==> src/rtl/alu_sequencer_if.sv <==
`default_nettype none
// +--------------------------------------------------------------------+
// | alu_sequencer_if: command, ALU and response bundles of the ALU     |
// | sequencer.                                        Revision: 1.0    |
// +--------------------------------------------------------------------+
interface alu_sequencer_if #(
   parameter int WIDTH = 32
);
   logic             cmd_valid;
   logic             cmd_ready;
   logic [1:0]       cmd_op;
   logic [WIDTH-1:0] cmd_a;
   logic [WIDTH-1:0] cmd_b;

   logic [1:0]       alu_op;
   logic [WIDTH-1:0] alu_a;
   logic [WIDTH-1:0] alu_b;
   logic             alu_in_valid;
   logic [WIDTH-1:0] alu_out;
   logic             alu_out_valid;
   logic             alu_n;
   logic             alu_z;
   logic             alu_c;
   logic             alu_v;

   logic             rsp_valid;
   logic             rsp_ready;
   logic [WIDTH-1:0] rsp_data;
   logic [3:0]       rsp_flags;

   // Sequencer side.
   modport slave (
      input  cmd_valid, cmd_op, cmd_a, cmd_b,
      output cmd_ready,
      output alu_op, alu_a, alu_b, alu_in_valid,
      input  alu_out, alu_out_valid, alu_n, alu_z, alu_c, alu_v,
      output rsp_valid, rsp_data, rsp_flags,
      input  rsp_ready
   );

   // Command source, ALU and response sink side.
   modport master (
      output cmd_valid, cmd_op, cmd_a, cmd_b,
      input  cmd_ready,
      input  alu_op, alu_a, alu_b, alu_in_valid,
      output alu_out, alu_out_valid, alu_n, alu_z, alu_c, alu_v,
      input  rsp_valid, rsp_data, rsp_flags,
      output rsp_ready
   );
endinterface
`default_nettype wire

==> src/rtl/alu_sequencer.sv <==
`default_nettype none
// +--------------------------------------------------------------------+
// | alu_sequencer: issues commands to a 2-stage ALU, pairs results     |
// | with flags and buffers responses in a credit-guarded FIFO.         |
// |                                                   Revision: 1.0    |
// +--------------------------------------------------------------------+
module alu_sequencer #(
   parameter int WIDTH = 32,
   parameter int DEPTH = 4
) (
   input  wire logic      clk,
   input  wire logic      reset,
   alu_sequencer_if.slave bus,
   output logic           busy,
   output logic           err
);
   localparam logic [1:0] c_OP_NOP = 2'd2;
   localparam int         c_PTR_W  = $clog2(DEPTH);
   localparam int         c_OCC_W  = c_PTR_W + 2;
   localparam logic [c_PTR_W-1:0] c_PTR_ONE = c_PTR_W'(1);
   localparam logic [c_PTR_W:0]   c_CNT_ONE = (c_PTR_W + 1)'(1);
   localparam logic [c_PTR_W:0]   c_CNT_MAX = (c_PTR_W + 1)'(DEPTH);

   // Issue stage, flag-alignment stages.
   logic             r_alu_in_valid;
   logic [1:0]       r_alu_op;
   logic [WIDTH-1:0] r_alu_a;
   logic [WIDTH-1:0] r_alu_b;
   logic             r_s1_valid;
   logic [1:0]       r_s1_op;
   logic             r_s2_valid;
   logic [3:0]       r_s2_flags;

   // Response FIFO.
   logic [WIDTH-1:0]   r_mem_data  [DEPTH];
   logic [3:0]         r_mem_flags [DEPTH];
   logic [c_PTR_W-1:0] r_wr_ptr;
   logic [c_PTR_W-1:0] r_rd_ptr;
   logic [c_PTR_W:0]   r_count;
   logic               r_err;

   logic               w_accept;
   logic               w_nonempty;
   logic               w_full;
   logic               w_pop;
   logic               w_push_try;
   logic               w_push;
   logic               w_spurious;
   logic               w_keep_cv;
   logic [1:0]         w_inflight;
   logic [c_OCC_W-1:0] w_occupancy;

   assign w_accept   = bus.cmd_valid && bus.cmd_ready;
   assign w_nonempty = (r_count != '0);
   assign w_full     = (r_count == c_CNT_MAX);
   assign w_pop      = w_nonempty && bus.rsp_ready;
   assign w_push_try = bus.alu_out_valid && r_s2_valid;
   assign w_push     = w_push_try && !w_full;
   assign w_spurious = bus.alu_out_valid && !r_s2_valid;
   assign w_keep_cv  = (r_s1_op != c_OP_NOP);

   assign w_inflight = {1'b0, r_alu_in_valid} + {1'b0, r_s1_valid} + {1'b0, r_s2_valid};

   // Entries leaving the FIFO on this edge free their slot for a command
   // accepted on the same edge, which keeps full throughput at DEPTH = 4.
   assign w_occupancy = c_OCC_W'(r_count) + c_OCC_W'(w_inflight) - c_OCC_W'(w_pop);

   assign bus.cmd_ready = !reset && (w_occupancy < c_OCC_W'(DEPTH));

   always_ff @(posedge clk or posedge reset) begin
      if (reset) begin
         r_alu_in_valid <= 1'b0;
         r_alu_op       <= c_OP_NOP;
         r_alu_a        <= '0;
         r_alu_b        <= '0;
         r_s1_valid     <= 1'b0;
         r_s1_op        <= c_OP_NOP;
         r_s2_valid     <= 1'b0;
         r_s2_flags     <= '0;
      end else begin
         r_alu_in_valid <= w_accept;
         r_alu_op       <= w_accept ? bus.cmd_op : c_OP_NOP;
         if (w_accept) begin
            r_alu_a <= bus.cmd_a;
            r_alu_b <= bus.cmd_b;
         end
         r_s1_valid <= r_alu_in_valid;
         r_s1_op    <= r_alu_op;
         r_s2_valid <= r_s1_valid;
         // Flags lead the registered result by one cycle; C/V mean nothing for nop.
         if (r_s1_valid) begin
            r_s2_flags <= {bus.alu_n, bus.alu_z,
                           w_keep_cv & bus.alu_c, w_keep_cv & bus.alu_v};
         end
      end
   end

   always_ff @(posedge clk or posedge reset) begin
      if (reset) begin
         r_wr_ptr <= '0;
         r_rd_ptr <= '0;
         r_count  <= '0;
         r_err    <= 1'b0;
      end else begin
         if (w_push) begin
            r_wr_ptr <= r_wr_ptr + c_PTR_ONE;
         end
         if (w_pop) begin
            r_rd_ptr <= r_rd_ptr + c_PTR_ONE;
         end
         case ({w_push, w_pop})
            2'b10:   r_count <= r_count + c_CNT_ONE;
            2'b01:   r_count <= r_count - c_CNT_ONE;
            default: r_count <= r_count;
         endcase
         if (w_spurious || (w_push_try && w_full)) begin
            r_err <= 1'b1;
         end
      end
   end

   always_ff @(posedge clk) begin
      if (w_push) begin
         r_mem_data[r_wr_ptr]  <= bus.alu_out;
         r_mem_flags[r_wr_ptr] <= r_s2_flags;
      end
   end

   assign bus.alu_in_valid = r_alu_in_valid;
   assign bus.alu_op       = r_alu_op;
   assign bus.alu_a        = r_alu_a;
   assign bus.alu_b        = r_alu_b;

   assign bus.rsp_valid = w_nonempty;
   assign bus.rsp_data  = w_nonempty ? r_mem_data[r_rd_ptr]  : '0;
   assign bus.rsp_flags = w_nonempty ? r_mem_flags[r_rd_ptr] : 4'b0000;

   assign busy = (w_inflight != 2'd0) || w_nonempty;
   assign err  = r_err;
endmodule
`default_nettype wire

==> src/flat_wrapper.sv <==
// flat-port wrapper written by rule: the top's interface ports become plain ports
module alu_sequencer_flat 
#(
   parameter int WIDTH = 32,
   parameter int DEPTH = 4
)
  (clk, reset, busy, err, bus_cmd_valid, bus_cmd_op, bus_cmd_a, bus_cmd_b, bus_cmd_ready, bus_alu_op, bus_alu_a, bus_alu_b, bus_alu_in_valid, bus_alu_out, bus_alu_out_valid, bus_alu_n, bus_alu_z, bus_alu_c, bus_alu_v, bus_rsp_valid, bus_rsp_data, bus_rsp_flags, bus_rsp_ready);
  alu_sequencer_if #(.WIDTH(WIDTH)) bus_i ();
  input  wire logic clk;
  input  wire logic reset;
  output logic busy;
  output logic err;
  input wire logic [$bits(bus_i.cmd_valid)-1:0] bus_cmd_valid;
  input wire logic [$bits(bus_i.cmd_op)-1:0] bus_cmd_op;
  input wire logic [$bits(bus_i.cmd_a)-1:0] bus_cmd_a;
  input wire logic [$bits(bus_i.cmd_b)-1:0] bus_cmd_b;
  output wire logic [$bits(bus_i.cmd_ready)-1:0] bus_cmd_ready;
  output wire logic [$bits(bus_i.alu_op)-1:0] bus_alu_op;
  output wire logic [$bits(bus_i.alu_a)-1:0] bus_alu_a;
  output wire logic [$bits(bus_i.alu_b)-1:0] bus_alu_b;
  output wire logic [$bits(bus_i.alu_in_valid)-1:0] bus_alu_in_valid;
  input wire logic [$bits(bus_i.alu_out)-1:0] bus_alu_out;
  input wire logic [$bits(bus_i.alu_out_valid)-1:0] bus_alu_out_valid;
  input wire logic [$bits(bus_i.alu_n)-1:0] bus_alu_n;
  input wire logic [$bits(bus_i.alu_z)-1:0] bus_alu_z;
  input wire logic [$bits(bus_i.alu_c)-1:0] bus_alu_c;
  input wire logic [$bits(bus_i.alu_v)-1:0] bus_alu_v;
  output wire logic [$bits(bus_i.rsp_valid)-1:0] bus_rsp_valid;
  output wire logic [$bits(bus_i.rsp_data)-1:0] bus_rsp_data;
  output wire logic [$bits(bus_i.rsp_flags)-1:0] bus_rsp_flags;
  input wire logic [$bits(bus_i.rsp_ready)-1:0] bus_rsp_ready;
  assign bus_i.cmd_valid = bus_cmd_valid;
  assign bus_i.cmd_op = bus_cmd_op;
  assign bus_i.cmd_a = bus_cmd_a;
  assign bus_i.cmd_b = bus_cmd_b;
  assign bus_cmd_ready = bus_i.cmd_ready;
  assign bus_alu_op = bus_i.alu_op;
  assign bus_alu_a = bus_i.alu_a;
  assign bus_alu_b = bus_i.alu_b;
  assign bus_alu_in_valid = bus_i.alu_in_valid;
  assign bus_i.alu_out = bus_alu_out;
  assign bus_i.alu_out_valid = bus_alu_out_valid;
  assign bus_i.alu_n = bus_alu_n;
  assign bus_i.alu_z = bus_alu_z;
  assign bus_i.alu_c = bus_alu_c;
  assign bus_i.alu_v = bus_alu_v;
  assign bus_rsp_valid = bus_i.rsp_valid;
  assign bus_rsp_data = bus_i.rsp_data;
  assign bus_rsp_flags = bus_i.rsp_flags;
  assign bus_i.rsp_ready = bus_rsp_ready;
  alu_sequencer #(.WIDTH(WIDTH), .DEPTH(DEPTH)) u_core (.clk(clk), .reset(reset), .bus(bus_i), .busy(busy), .err(err));
endmodule
==> config.mk <==
export PLATFORM = sky130hd
export DESIGN_NAME = alu_sequencer_flat
export DESIGN_NICKNAME = d
export VERILOG_FILES = /design/src/rtl/alu_sequencer_if.sv /design/src/rtl/alu_sequencer.sv /design/src/flat_wrapper.sv
export SDC_FILE = /design/constraint.sdc
export NUM_CORES = 1
export LEC_CHECK = 0
export ABC_AREA = 0
export CORE_UTILIZATION = 40
export CTS_CLUSTER_DIAMETER = 80
export DETAILED_ROUTE_END_ITERATION = 8
export GPL_TIMING_DRIVEN = 0
export HOLD_SLACK_MARGIN = 0.1
export PLACE_DENSITY_LB_ADDON = 0.2
export SLEW_MARGIN = 10
export SYNTH_ARGS = -nofsm -noshare
export SYNTH_HDL_FRONTEND = slang
export SYNTH_SLANG_ARGS = --single-unit
export TNS_END_PERCENT = 50
==> constraint.sdc <==
create_clock -name clk -period 3.7 [get_ports clk]
set_input_delay 0.74 -clock clk [delete_from_list [all_inputs] [get_ports clk]]
set_output_delay 0.74 -clock clk [all_outputs]
set_load 0.01 [all_outputs]
==> flow_metrics.py <==
metrics = {
    "cts": {
        "insertion_delay_ps": 510,
        "cts_max_level": 1,
        "clk_path_buf_depth": 3,
        "cts-buffers-inserted": 25,
        "clkSinkCount": 227,
        "cts-root-buf": "clkbuf_16",
        "hold_buffers": 0,
        "cts_tree": "yes",
        "clk_pin_slew_ps": 60,
    },
    "place": {
        "dp_cells": 947,
        "gp_congestion": 0.748,
        "numPortBuffers": 213,
        "placed_area_um2": 11500,
        "dp_slack_ps": -121,
        "hpwl_mm": 12.4,
    },
    "synth": {
        "synth_area_leaders": "edfxtp_1 49%, dfrtp_1 23%, mux4_2 9.1%",
        "ys_seq_area_frac": 0.722,
        "synth_compound_area_frac": 0.00494,
        "synthAdderAreaFrac": 0.0172,
        "yosys.area_share.xor_xnor": 0.00691,
        "synth.distinct_cells": 30,
        "synth_top_family_by_area": "multiplexers",
        "synth-simple-area-share": 0.0409,
        "synth_nets": 567,
        "muxShareOfSynthArea": 0.188,
        "synth_top_area_share": 0.488,
        "yosys_warnings": 0,
        "syn_inst": 449,
        "synth_top_area_cell": "edfxtp_1",
        "synth-seq-cells": 227,
        "syn_area_um2": 8870,
        "syn_avg_cell_area_um2": 19.8,
    },
    "worst_setup_path": {
        "crit_arrival_ps": 2790,
        "endpoint_kind": "output pin",
        "critPathMaxFanout": 4,
        "critPathKind": "register to output pin",
        "startpoint_type": "register",
        "critPathLaunch": "u_core.r_count[2]$_DFFE_PP0P_",
        "r2r_start": "u_core.r_count[2]$_DFFE_PP0P_",
        "required_ps": 2960,
    },
    "floorplan": {
        "rows": 54,
        "coreArea_um2": 21800,
        "die_h_um": 151,
        "die_area_um2": 22800,
        "start_util": 0.408,
        "ioPinCount": 214,
        "die_w_um": 151,
    },
    "global_route": {
        "grt_pass1_wl_mm": 28.2,
        "antenna_found_initial": 0,
        "met3_usage": 0.0608,
        "busiest_layer": "met2",
        "grt_pass1_vias": 5246,
        "grt_overflow": 0,
        "grt_start_max_net_pins": 54,
        "grtUsageMet2": 0.270,
        "use_met1": 0.202,
        "grt_use_total": 0.163,
    },
    "routing": {
        "vias_per_cell": 4.79,
        "wl_per_cell_um": 18.5,
        "wirelength_mm": 18.4,
        "route.detailed.drc": 0,
        "drt_iter0_drc": 174,
        "vias": 4775,
        "dr.pass1.iters": 4,
        "final_antenna_net_count": 0,
    },
    "sta": {
        "setup_ws_ps": 168,
        "finalClockSkew_ps": 8.35,
        "fin_crit_sh": 0.955,
        "whs_ps": 367,
        "tightest_slew_ps": 717,
        "setup_violations": 0,
        "fin_crit_ps": 3530,
        "setup-tns-final_ps": 0,
        "hold_violations": 0,
        "finalMaxSlewViolations": 0,
        "timing.slew.headroom": 0.522,
        "rsz0062_at_grt": "false",
        "clock.fmax_ghz": 0.283,
    },
    "min_path": {
        "hold_class": "register to register",
        "hp-start": "u_core.bus.alu_op[1]$_DFF_PP1_",
    },
    "cells_and_area": {
        "final_common_cell": "clkdlybuf4s50_1",
        "diodes": 0,
        "layout_common_cells": "212 x clkdlybuf4s50_1, 144 x edfxtp_1, 80 x dfrtp_1",
        "nets": 816,
        "drive_above_1_share": 0.244,
        "utilization": 0.567,
        "area_growth_pct": 39.0,
        "fillers": 1709,
        "stdcell_count": 997,
        "design_area_um2": 12300,
    },
    "pwr": {
        "p_leak_nw": 4.65,
        "finalPower_mw": 9.82,
        "max-vdd-ir-drop_uv": 481,
        "p_per_area_nw_per_um2": 797,
    },
    "status": {
        "status": "finished clean",
    },
    "flow_run": {
        "drv_cap": 0,
    },
}
==> worst max-delay path, stage by stage, from the launching register on <==
cell and delay [ps]:
dfrtp_1 390, or3_4 400, and2_2 240, ha_1 200, inv_1 50, ha_1 210
and3b_1 200, nor4_4 270, nor2_1 80, nor2_1 90, buf_2 150
==> power breakdown <==
group | total [mW] | internal [mW] | switching, mW
Sequential | 3.52 | 3.23 | 0.290
Clock | 2.47 | 1.53 | 0.948
Combinational | 3.83 | 2.33 | 1.49
==> registers in the layout, summed over array words and instances (netlist names) <==
| register | cells |
|---|---|
| u_core.r_count | 3 |
| u_core.bus.alu_b | 32 |
| u_core.r_s1_op | 2 |
| u_core.err | 1 |
| u_core.r_rd_ptr | 2 |
| u_core.bus.alu_in_valid | 1 |
| u_core.r_s1_valid | 1 |
| u_core.r_mem_data | 128 |
| u_core.r_mem_flags | 16 |
| u_core.bus.alu_a | 32 |
| u_core.r_wr_ptr | 2 |
| u_core.r_s2_flags | 4 |
| u_core.r_s2_valid | 1 |
| u_core.bus.alu_op | 2 |
==> metal layers <==
layer  vias to the layer above  share of wire
met5                         -              0
met4                         0          0.015
met3                        24          0.096
met2                       185           0.49
met1                      2380           0.40
li1                       2186              -
==> logic make-up after synthesis <==
group	after synthesis
buffers and inverters	36
AOI/OAI and AO/OA	6
xor gates and xnor gates	7
muxes	103
DFF	227
and+or+nand+nor	59
adders and majority gates	11
==> final timing paths <==
kind	to	slack (ps)	cells past startpoint
max	bus_cmd_ready	170	10
min	u_core.r_s1_op[1]$_DFF_PP1_	370	0
max reg2reg	u_core.bus.alu_b[8]$_DFFE_PP0P_	730	11
min reg2reg	u_core.r_s1_op[1]$_DFF_PP1_	370	0
max in group asynchronous	u_core.bus.alu_op[1]$_DFF_PP1_	2430	3
min in group asynchronous	u_core.bus.alu_b[3]$_DFFE_PP0P_	630	2
==> synthesized netlist by cell type <==
cell and n:
nand3_1 1, mux2_4 27, edfxtp_1 144, nor2_1 4, o21ai_2 1, fa_1 2
o22ai_1 2, dfstp_2 2, nand2_1 5, or3_1 2, xor2_1 2, clkbuf_1 8
xnor2_1 5, o211a_1 1, mux4_2 36, and3_1 1, nor2b_1 2, o21ai_0 1
buf_4 1, mux2_2 40, and2_1 41, inv_1 16, nor4_4 1, or2_2 1
ha_1 9, buf_6 4, and3b_1 1, dfrtp_1 81, a21o_1 1, buf_2 7
==> layout make-up <==
class                           instances  area (um2)  area share
Timing Repair Buffer                  222        2260       0.184
Clock inverter                         14         176      0.0143
Buffer                                 20         118     0.00954
Inverter                               16        62.6     0.00508
Sequential cell                       227        6400       0.520
Multi-Input combinational cell        186        2300       0.186
Tap cell                              280         350      0.0284
Clock buffer                           32         652      0.0529
==> what timing repair did <==
| action | in CTS | in global routing |
|---|---|---|
| endpoints found under the setup margin | 1 | 1 |
| setup buffers | 0 | 4 |
| pin swaps | 0 | 1 |
| resized for setup | 3 | 4 |
| gates cloned | 0 | 0 |
(Power assumes the default switching activity.)
